$ cat config.mk
export PLATFORM = sky130hd
export DESIGN_NAME = tff_bank_ctrl
export DESIGN_NICKNAME = d
export VERILOG_FILES = /design/src/rtl/tff_bank_ctrl.sv
export SDC_FILE = /design/constraint.sdc
export NUM_CORES = 1
export LEC_CHECK = 0
export ABC_AREA = 1
export CAP_MARGIN = 40
export CORE_MARGIN = 1
export CORE_UTILIZATION = 40
export CTS_CLUSTER_DIAMETER = 80
export DETAILED_ROUTE_END_ITERATION = 8
export PLACE_DENSITY = 0.68
export SYNTH_ARGS = -nofsm -noshare
export SYNTH_HDL_FRONTEND = slang
export SYNTH_SLANG_ARGS = --single-unit
$ cat constraint.sdc
create_clock -name clk -period 2.66 [get_ports clk]
set_input_delay 0.665 -clock clk [delete_from_list [all_inputs] [get_ports clk]]
set_output_delay 0.665 -clock clk [all_outputs]
set_load 0.005 [all_outputs]
$ cat src/rtl/tff_bank_ctrl.sv
// Command sequencer for a bank of W synchronous T flip-flops: turns queued
// count-up/down, load and clear commands into per-bit toggle enables.
module tff_bank_ctrl #(
    parameter int W     = 4,
    parameter int CNT_W = 8
) (
    input  logic             clk,
    input  logic             rst,
    input  logic             cmd_valid,
    output logic             cmd_ready,
    input  logic [1:0]       cmd_op,
    input  logic [CNT_W-1:0] cmd_arg,
    input  logic             halt,
    input  logic [W-1:0]     q_in,
    output logic [W-1:0]     t_out,
    output logic             busy,
    output logic             done,
    output logic [CNT_W-1:0] remaining
);

    typedef enum logic [1:0] {
        ST_IDLE,
        ST_RUN,
        ST_DONE
    } state_t;

    typedef enum logic [1:0] {
        OP_UP    = 2'b00,
        OP_DOWN  = 2'b01,
        OP_LOAD  = 2'b10,
        OP_CLEAR = 2'b11
    } op_t;

    state_t           state_q, state_d;
    op_t              op_q, op_d;
    logic [W-1:0]     arg_q, arg_d;
    logic [CNT_W-1:0] rem_q, rem_d;

    logic [W-1:0] up_t, down_t, step_t;

    // Ripple-carry/borrow toggle pattern: bit i flips when all lower bits are 1 (up) or 0 (down).
    always_comb begin
        logic up_acc;
        logic dn_acc;
        up_acc = 1'b1;
        dn_acc = 1'b1;
        up_t   = '0;
        down_t = '0;
        for (int i = 0; i < W; i++) begin
            up_t[i]   = up_acc;
            down_t[i] = dn_acc;
            up_acc    = up_acc & q_in[i];
            dn_acc    = dn_acc & ~q_in[i];
        end
    end

    always_comb begin
        step_t = '0;
        case (op_q)
            OP_UP:    step_t = up_t;
            OP_DOWN:  step_t = down_t;
            OP_LOAD:  step_t = q_in ^ arg_q;
            OP_CLEAR: step_t = q_in;
            default:  step_t = '0;
        endcase
    end

    always_comb begin
        state_d   = state_q;
        op_d      = op_q;
        arg_d     = arg_q;
        rem_d     = rem_q;
        t_out     = '0;
        cmd_ready = 1'b0;
        busy      = 1'b0;
        done      = 1'b0;
        case (state_q)
            ST_IDLE: begin
                cmd_ready = 1'b1;
                if (cmd_valid) begin
                    op_d  = op_t'(cmd_op);
                    arg_d = cmd_arg[W-1:0];
                    if (cmd_op[1]) begin
                        state_d = ST_RUN;
                        rem_d   = CNT_W'(1);
                    end else if (cmd_arg == '0) begin
                        state_d = ST_DONE;
                        rem_d   = '0;
                    end else begin
                        state_d = ST_RUN;
                        rem_d   = cmd_arg;
                    end
                end
            end
            ST_RUN: begin
                busy = 1'b1;
                if (!halt) begin
                    // Gate toggles during reset so an aborted command leaves the bank untouched.
                    t_out = rst ? step_t : '0;
                    rem_d = rem_q - CNT_W'(1);
                    if (rem_q == CNT_W'(1)) begin
                        state_d = ST_DONE;
                    end
                end
            end
            ST_DONE: begin
                done    = 1'b1;
                state_d = ST_IDLE;
            end
            default: state_d = ST_IDLE;
        endcase
    end

    always_ff @(posedge clk) begin
        if (!rst) begin
            state_q <= ST_IDLE;
            op_q    <= OP_UP;
            arg_q   <= '0;
            rem_q   <= '0;
        end else begin
            state_q <= state_d;
            op_q    <= op_d;
            arg_q   <= arg_d;
            rem_q   <= rem_d;
        end
    end

    assign remaining = rem_q;

endmodule

==> results.toml <==
[status]
run_status = "complete, no violations"

[synthesis]
ys_seq_area_share_pct = 31.0
synth.area.top_cells = "dfxtp_1, o21ai_0, nor2_1"
synth_area_leader_cell = "dfxtp_1"
ys_types = 23
synth_nets = 186
synth_area_per_cell_um2 = 6.23
post-synth-top-area-fraction_pct = 31.0
synth_seq_cells = 16
ys_warn_count = 0
syn-cell-area_mm2 = 0.00103
syn_inst = 166

[global_routing]
grt_pass1_vias = 1098
overflow = 0
grt_max_degree = 13
grt.total_usage_pct = 23.7
antenna_found_initial = 0
grt_pass1_wl_mm = 4.76

[setup_path]
arrival_ns = 1.92
crit_fanout = 2
cp-start-kind = "input pin"
path_class = "in -> out"
cp.buffers_inverters = 4
crit_family = "buffers and inverters"
r2r_cells = 8
cp_slowest_cell = "clkdlybuf4s50_1"
crit_path_max_incr_delay_ns = 0.49
cp_num_cells = 6
cp.required_ns = 2.00
end_kind = "output pin"
crit_chain = "clkdlybuf4s50_1 > inv_2 > nor3_4 > buf_4 > o21a_1 > dlygate4sd2_1"

[layout]
multi_input_area_um2 = 633
fillers = 251
layout_common_cells = "nor2_1, clkdlybuf4s50_1, nand2_1"
nNetsFinal = 226
seq_area_um2 = 320
synthToLayoutAreaGrowth_pct = 39.5
diodes = 0
drive_above_1_share_pct = 8.82
layout_commonest_cell = "nor2_1"
finalCoreUtilization_pct = 58.7

[floorplan]
core-area_mm2 = 0.00245
die-area_mm2 = 0.00279
start_util_pct = 42.1
die_x_um = 52.8
die_h_um = 52.8
boundaryPins = 33
rows = 18

[place]
gp_congestion = 0.873
io_buffers = 32
hpwl_mm = 2.32

[drt]
drtIter0Drc = 35
drc = 0
vias = 1242
postRouteAntennaNets = 0
totalWireLength_mm = 3.07
vias_per_cell = 5.31
first_pass_iters = 4
routedWlPerCell_um = 13.1

[sta]
hold_viol_final = 0
fin_crit_sh_pct = 97.4
relSlewSlack_pct = 77.6
fin_worst_skew_ns = 0.00405
max_freq_mhz = 386
holdWs_ns = 0.458
setup_viol = 0
rsz0062_at_grt = "no"
worstMarginPinSlew_ns = 0.335
slew_viol_final = 0
fin_crit_ns = 2.59

[clock_network]
clk_pin_slew_ns = 0.09
clk_latency_ns = 0.28
cts_tree = "done"
clockBufferDepth = 2
cts-root-buf = "clkbuf_4"
clock_sink_count = 16
cts_max_level = 1
numCtsBuffers = 3

[pwr]
p_per_area_mw_per_mm2 = 924
ir_worst_vdd_uv = 608
power_mw = 1.33
p_leak_nw = 0.635

[min_path]
holdPathStages = 2
worst_hold_path_type = "reg -> reg"

[flow_run]
cap_viol_max_count = 0
## path summary, 6_finish.rpt
path,start,end,slack (ns)
worst max-delay path,rst,t_out[1],0.07
worst min register to register,arg_q[2],arg_q[2],0.46
worst max register to register,state_q[0],remaining[7],1.00
worst min-delay path,arg_q[2],arg_q[2],0.46
## flip-flops by register name (all words and copies together) (netlist names)
signal and flops:
arg_q 4, op_q 2, remaining 8, state_q 2
## worst reg2reg max path: stages, from the launching register on
cell,delay (ns)
dfxtp_1,0.45
inv_2,0.08
nor2_2,0.11
buf_4,0.19
nand2_1,0.10
nand3_2,0.22
inv_1,0.17
o21ai_0,0.20
a21oi_1,0.06
## per-stage QoR
step           std cells  worst slack (ns)  cell area [um^2]  setup TNS (ns)
6_report             234            0.0700              1440               0
5_1_grt              234            0.0173              1440               0
4_1_cts              234            0.0351              1430               0
3_5_place_dp         230            -0.288              1410          -0.743
3_3_place_gp         230            -0.245              1410          -0.599
2_1_floorplan        166             0.733              1030               0
## cells in the mapped netlist (all sizes together)
cell type   n
xnor2       1
o21a        1
nand2      24
nor3        6
dfxtp      16
nand4       2
o21ai      27
clkbuf      1
nor3b       1
xor2        1
buf         2
inv        19
nand3       9
ha          2
a21oi      21
nor2       33
## layer usage
layer | part of all wire [%] | global-route usage, %
met2 | 51 | 43.5
met1 | 44 | 27.8
met4 | 0.94 | 9.65
met5 | 0 | 0
met3 | 3.9 | 2.03
## what timing repair did
| item | CTS | global route |
|---|---|---|
| resized for setup | 4 | 6 |
| hold buffers | 0 | 0 |
| pin swaps | 2 | 1 |
| buffers inserted | 1 | 0 |
| setup endpoints to repair | 4 | 4 |
## cell families (layout without fill, tap and decap cells)
logic type	count (synthesis)	count (layout)	synth area share, %
flip-flops	16	16	31.0
AO/OA/AOI/OAI	49	49	24.0
XOR/XNOR	2	2	1.70
buffers and inverters	22	60	8.84
adder cells (fa/ha/maj)	2	2	2.42
AND/OR/NAND/NOR	75	75	32.1
## cell type report
class / count / area share (%)
Sequential cell: 16 / 22.2
Inverter: 19 / 4.95
Tap cell: 30 / 2.60
Multi-Input combinational cell: 128 / 43.9
Timing Repair Buffer: 38 / 24.7
Clock buffer: 3 / 1.56
## report_power, final
group / internal [mW] / total [mW] / switching [mW]
Combinational: 0.351 / 0.792 / 0.441
Clock: 0.0524 / 0.125 / 0.0725
Sequential: 0.319 / 0.415 / 0.0962
(Power assumes the default switching activity.)
